<file path="config.mk">
export PLATFORM = sky130hd
export DESIGN_NAME = apb_image_loader
export DESIGN_NICKNAME = d
export VERILOG_FILES = /design/src/rtl/apb_image_loader.sv
export SDC_FILE = /design/constraint.sdc
export NUM_CORES = 1
export LEC_CHECK = 0
export CORE_MARGIN = 2
export CORE_UTILIZATION = 35
export CTS_CLUSTER_DIAMETER = 100
export DETAILED_ROUTE_END_ITERATION = 12
export PLACE_DENSITY_LB_ADDON = 0.1
export SYNTH_ARGS = -nofsm -noshare
export SYNTH_HDL_FRONTEND = slang
export SYNTH_SLANG_ARGS = --single-unit
</file>
<file path="constraint.sdc">
create_clock -name clk -period 2.24 [get_ports clk]
set_input_delay 0.672 -clock clk [delete_from_list [all_inputs] [get_ports clk]]
set_output_delay 0.672 -clock clk [all_outputs]
set_load 0.03 [all_outputs]
</file>
<file path="src/rtl/apb_image_loader.sv">
// APB image loader: streams source words into consecutive APB write transfers starting at base_addr.
// Optional feature macro APB_LOADER_GO_EN appends a write of 1 to Ctrl_Addr before done on every load.
module apb_image_loader #(
  parameter int Amba_Word       = 24,
  parameter int Amba_Addr_Depth = 13,
  parameter int Ctrl_Addr       = 0
) (
  input  logic                       clk,
  input  logic                       rst,
  input  logic                       start,
  input  logic [Amba_Addr_Depth-1:0] base_addr,
  input  logic [Amba_Addr_Depth-1:0] num_words,
  input  logic [Amba_Word-1:0]       src_data,
  input  logic                       src_valid,
  output logic                       src_ready,
  output logic [Amba_Addr_Depth-1:0] PADDR,
  output logic [Amba_Word-1:0]       PWDATA,
  output logic                       PSEL,
  output logic                       PENABLE,
  output logic                       PWRITE,
  input  logic                       PREADY,
  output logic                       busy,
  output logic                       done
);

  typedef enum logic [2:0] {
    IDLE,
    WAIT_DATA,
    SETUP,
    ACCESS,
`ifdef APB_LOADER_GO_EN
    GO_SETUP,
    GO_ACCESS,
`endif
    DONE
  } state_t;

  // State entered once the data words are exhausted (or immediately for an empty load).
`ifdef APB_LOADER_GO_EN
  localparam state_t TAIL_STATE = GO_SETUP;
`else
  localparam state_t TAIL_STATE = DONE;
`endif

  state_t                     state;
  state_t                     next_state;
  logic [Amba_Addr_Depth-1:0] addr_cnt;
  logic [Amba_Addr_Depth-1:0] remaining;

  always_ff @(posedge clk) begin
    if (!rst) begin
      state <= IDLE;
    end else begin
      state <= next_state;
    end
  end

  always_comb begin
    next_state = state;
    src_ready  = 1'b0;
    PSEL       = 1'b0;
    PENABLE    = 1'b0;
    PWRITE     = 1'b0;
    busy       = (state != IDLE);
    done       = 1'b0;
    case (state)
      IDLE: begin
        if (start) begin
          next_state = (num_words != '0) ? WAIT_DATA : TAIL_STATE;
        end
      end
      WAIT_DATA: begin
        src_ready = 1'b1;
        if (src_valid) begin
          next_state = SETUP;
        end
      end
      SETUP: begin
        PSEL       = 1'b1;
        PWRITE     = 1'b1;
        next_state = ACCESS;
      end
      ACCESS: begin
        PSEL    = 1'b1;
        PENABLE = 1'b1;
        PWRITE  = 1'b1;
        if (PREADY) begin
          next_state = (remaining > Amba_Addr_Depth'(1)) ? WAIT_DATA : TAIL_STATE;
        end
      end
`ifdef APB_LOADER_GO_EN
      GO_SETUP: begin
        PSEL       = 1'b1;
        PWRITE     = 1'b1;
        next_state = GO_ACCESS;
      end
      GO_ACCESS: begin
        PSEL    = 1'b1;
        PENABLE = 1'b1;
        PWRITE  = 1'b1;
        if (PREADY) begin
          next_state = DONE;
        end
      end
`endif
      DONE: begin
        done       = 1'b1;
        next_state = IDLE;
      end
      default: begin
        next_state = IDLE;
      end
    endcase
  end

  // PADDR/PWDATA are loaded on the cycle before SETUP so they are stable for the whole transfer.
  always_ff @(posedge clk) begin
    if (!rst) begin
      addr_cnt  <= '0;
      remaining <= '0;
      PADDR     <= '0;
      PWDATA    <= '0;
    end else begin
      case (state)
        IDLE: begin
          if (start) begin
            addr_cnt  <= base_addr;
            remaining <= num_words;
          end
        end
        WAIT_DATA: begin
          if (src_valid) begin
            PWDATA <= src_data;
            PADDR  <= addr_cnt;
          end
        end
        ACCESS: begin
          if (PREADY) begin
            addr_cnt  <= addr_cnt + 1'b1;
            remaining <= remaining - 1'b1;
          end
        end
        default: begin
        end
      endcase
`ifdef APB_LOADER_GO_EN
      if (next_state == GO_SETUP) begin
        PADDR  <= Amba_Addr_Depth'(Ctrl_Addr);
        PWDATA <= Amba_Word'(1);
      end
`endif
    end
  end

endmodule
</file>
==> run_results.csv <==
group,metric,value,unit
worst_setup_path,critPathKind,"flip-flop to output port",
power,peakVddDrop,0.0002795,V
die,die_h,99.76,µm
cells_and_area,fin_nets,571,
yosys,ys_types,55,
job,maxCapViolCount,0,
routing,drt_first_pass_iters,4,
routing,route.detailed.drc,0,
timing,grt_setup_unrepaired,"false",
timing,worstMarginPinSlew,0.5191,ns
timing,fin_crit,2.133,ns
cells_and_area,antenna_cells,0,
cells_and_area,fin_area,0.004572,mm²
die,die_area,0.009951,mm²
power,power.share.clock,0.356,
global_routing,grt_antenna_before_repair,0,
timing,period_share,0.9523,
power,p_switching,0.0009584,W
timing,maxSlewHeadroom,0.6513,
placement,place_inst,610,
clock_network,cts_tree,"built",
clock_network,cts_buffers,9,
die,die_w,99.76,µm
hold_path,hold_path_class,"flip-flop to flip-flop",
timing,finalSetupTns,0,ns
cells_and_area,final_cell_count_no_fill,626,
yosys,syn_nets,470,
global_routing,grt_pass1_wl,14520,µm
worst_setup_path,r2r_setup_slack,0.35,ns
yosys,synthCells,412,
power,internal_power,0.002219,W
clock_network,root_buffer,"clkbuf_8",
routing,first_iter_violations,140,
placement,place.gp.congestion,0.8306,
yosys,yosys_register_bits,66,
timing,worst_slack,0.1069,ns
yosys,synth-main-ff-cell,"dfxtp_1",
power,powerDensity,694.9,mW/mm²
placement,port_buffers,97,
yosys,yosysWarnings,0,
yosys,synth.avg_cell_area,7.790,µm²
cells_and_area,syn2layout_area_growth,42.46,%
worst_setup_path,cp_num_buf_inv,1,
timing,slew_viol_final,0,
worst_setup_path,crit_fanout,7,
die,io-pin-count,98,
clock_network,post_cts_buffers,0,
worst_setup_path,worstPathArrival,1.46,ns
routing,vias,3288,
global_routing,grt_max_degree,39,
timing,setup_viol,0,
routing,ant_nets,0,
power,p_seq_frac,0.421,
status,status,"finished clean",
placement,detailed_place.area,0.004350,mm²
routing,routedWlPerCell,14.51,µm
die,rows,34,
cells_and_area,drive_gt1_frac,0.1042,
clock_network,ctsHoldBuffers,0,
yosys,synth_area,0.003209,mm²
global_routing,overflow,0,
worst_setup_path,path_cells,"or3_1 -> dlygate4sd2_1",
worst_setup_path,cp-start-kind,"flip-flop",
worst_setup_path,crit_family,"simple AND/OR/NAND/NOR gates",
placement,pre_cts_ws,-0.2225,ns
clock_network,clk_pin_slew_worst_paths,0.08,ns
timing,clock_skew,0.007368,ns
die,start_util,0.3645,
clock_network,clock_path_buffers,2,
worst_setup_path,worstSetupEndpointType,"output port",
power,p_leak,1.610,nW
clock_network,worst_skew_pair.late_latency,0.33,ns
yosys,yosysSeqAreaShare,0.4117,
global_routing,grt_pass1_vias,3029,
global_routing,grt_usage,0.1803,
yosys,async_flop_share,0,
worst_setup_path,slowest_stage,"or3_1",
power,combPwrFrac,0.223,
power,sw_frac_of_total,0.3017,
timing,hold_viol,0,
yosys,synth_edf_count,0,
power,finalPower,0.003177,W
routing,wl,9083,µm
placement,dp_hpwl,6436,µm
worst_setup_path,cp.required,1.57,ns
clock_network,cts.sinks,66,
timing,clock.fmax,468.8,MHz
clock_network,post_cts_resized,4,
clock_network,htree_levels,3,
routing,viasPerCell,5.252,
die,core,0.008806,mm²
worst_setup_path,max_stage_delay,0.39,ns
==> logic make-up after synthesis <==
family                     after synthesis  synth area share
and+or+nand+nor                        182            0.2737
AOI/OAI and AO/OA                      121            0.2363
DFF                                     66            0.4117
buffers and inverters                   37           0.05731
muxes                                    3          0.009357
adders and majority gates                3           0.01170
==> area by class of cell <==
class                      instances  area, µm²
fill                             883       4234
multi-input combinational        309       1710
sequential                        66       1323
timing repair buffer             119       1146
tap                              108      135.1
clock buffer                       9      123.9
clock inverter                     7      103.9
inverter                           8      30.03
==> per-layer routing <==
layer | GRT usage | wire, µm | vias up
met4 | 0.06428 | 70 | 0
met3 | 0.03795 | 559 | 7
met1 | 0.2419 | 4305 | 1514
met2 | 0.2869 | 4147 | 97
li1 | - | - | 1670
met5 | 0 | 0 | -
==> metrics by stage <==
step | util | hold slack [ns]
finish | 0.5192 | 0.4548
global placement | 0.4940 | 0.4417
detailed placement | 0.4940 | 0.4459
floorplan | - | 0.4445
global route | 0.5192 | 0.4815
CTS | 0.5196 | 0.4578
==> synthesized netlist by cell type, types with 4 or more instances <==
cell type,n,area [µm²]
nand2_1,98,367.9
dfxtp_1,66,1321
a21oi_1,56,280.3
clkbuf_1,20,75.07
o21ai_0,17,85.08
nor2_1,16,60.06
nand3_1,11,55.05
nor3_1,11,55.05
inv_1,6,22.52
o22ai_1,6,37.54
a211oi_1,5,37.54
buf_6,5,56.30
nand4_1,5,31.28
nor4_1,5,31.28
o21ai_1,5,25.02
a311oi_1,4,35.03
and2_1,4,25.02
nand2b_1,4,25.02
nor3b_1,4,30.03
or3_1,4,25.02
==> worst register-to-register path: stages, from the launching register on <==
cell,delay (ns)
dfxtp_1,0.37
buf_4,0.18
or4b_4,0.54
nand2_2,0.21
buf_12,0.17
a21oi_1,0.07
a311oi_1,0.26
==> sequential cells by signal, indices dropped and copies added (netlist names) <==
register and cells:
PWDATA 24, remaining 13, addr_cnt 13, PADDR 13, state 3
==> cells in the final DEF, fill, tap and decap left out, drive strengths merged, types with 4 or more instances in the layout <==
cell           Yosys  routed
nand2             99      99
clkdlybuf4s50      0      91
dfxtp             66      66
a21oi             57      57
buf                9      25
o21ai             22      22
nor2              16      16
nor3              12      12
nand3             11      11
clkbuf            20      10
clkinv             2       7
inv                6       6
o22ai              6       6
nor4               6       6
a211oi             6       6
nand4              5       5
and2               5       5
nor3b              4       4
or3                4       4
nand2b             4       4
a311oi             4       4
==> power by group through the flow <==
stage	registers (W)	clock network, W	logic, W
finish	0.00134	0.00113	0.000708
global route	0.00135	0.00122	0.000769
CTS	0.00134	0.00117	0.000712
detailed placement	0.00136	0	0.000712
global placement	0.00136	0	0.000705
floorplan	0.00140	0	0.000378
==> final timing paths <==
| kind | from | to | cells after the start |
|---|---|---|---|
| max | state[1] | busy | 2 |
| max reg2reg | state[1] | addr_cnt[0] | 6 |
| min reg2reg | PWDATA[11] | PWDATA[11] | 2 |
| min | PWDATA[11] | PWDATA[11] | 2 |
No activity file was read; power rests on OpenSTA's default activity.
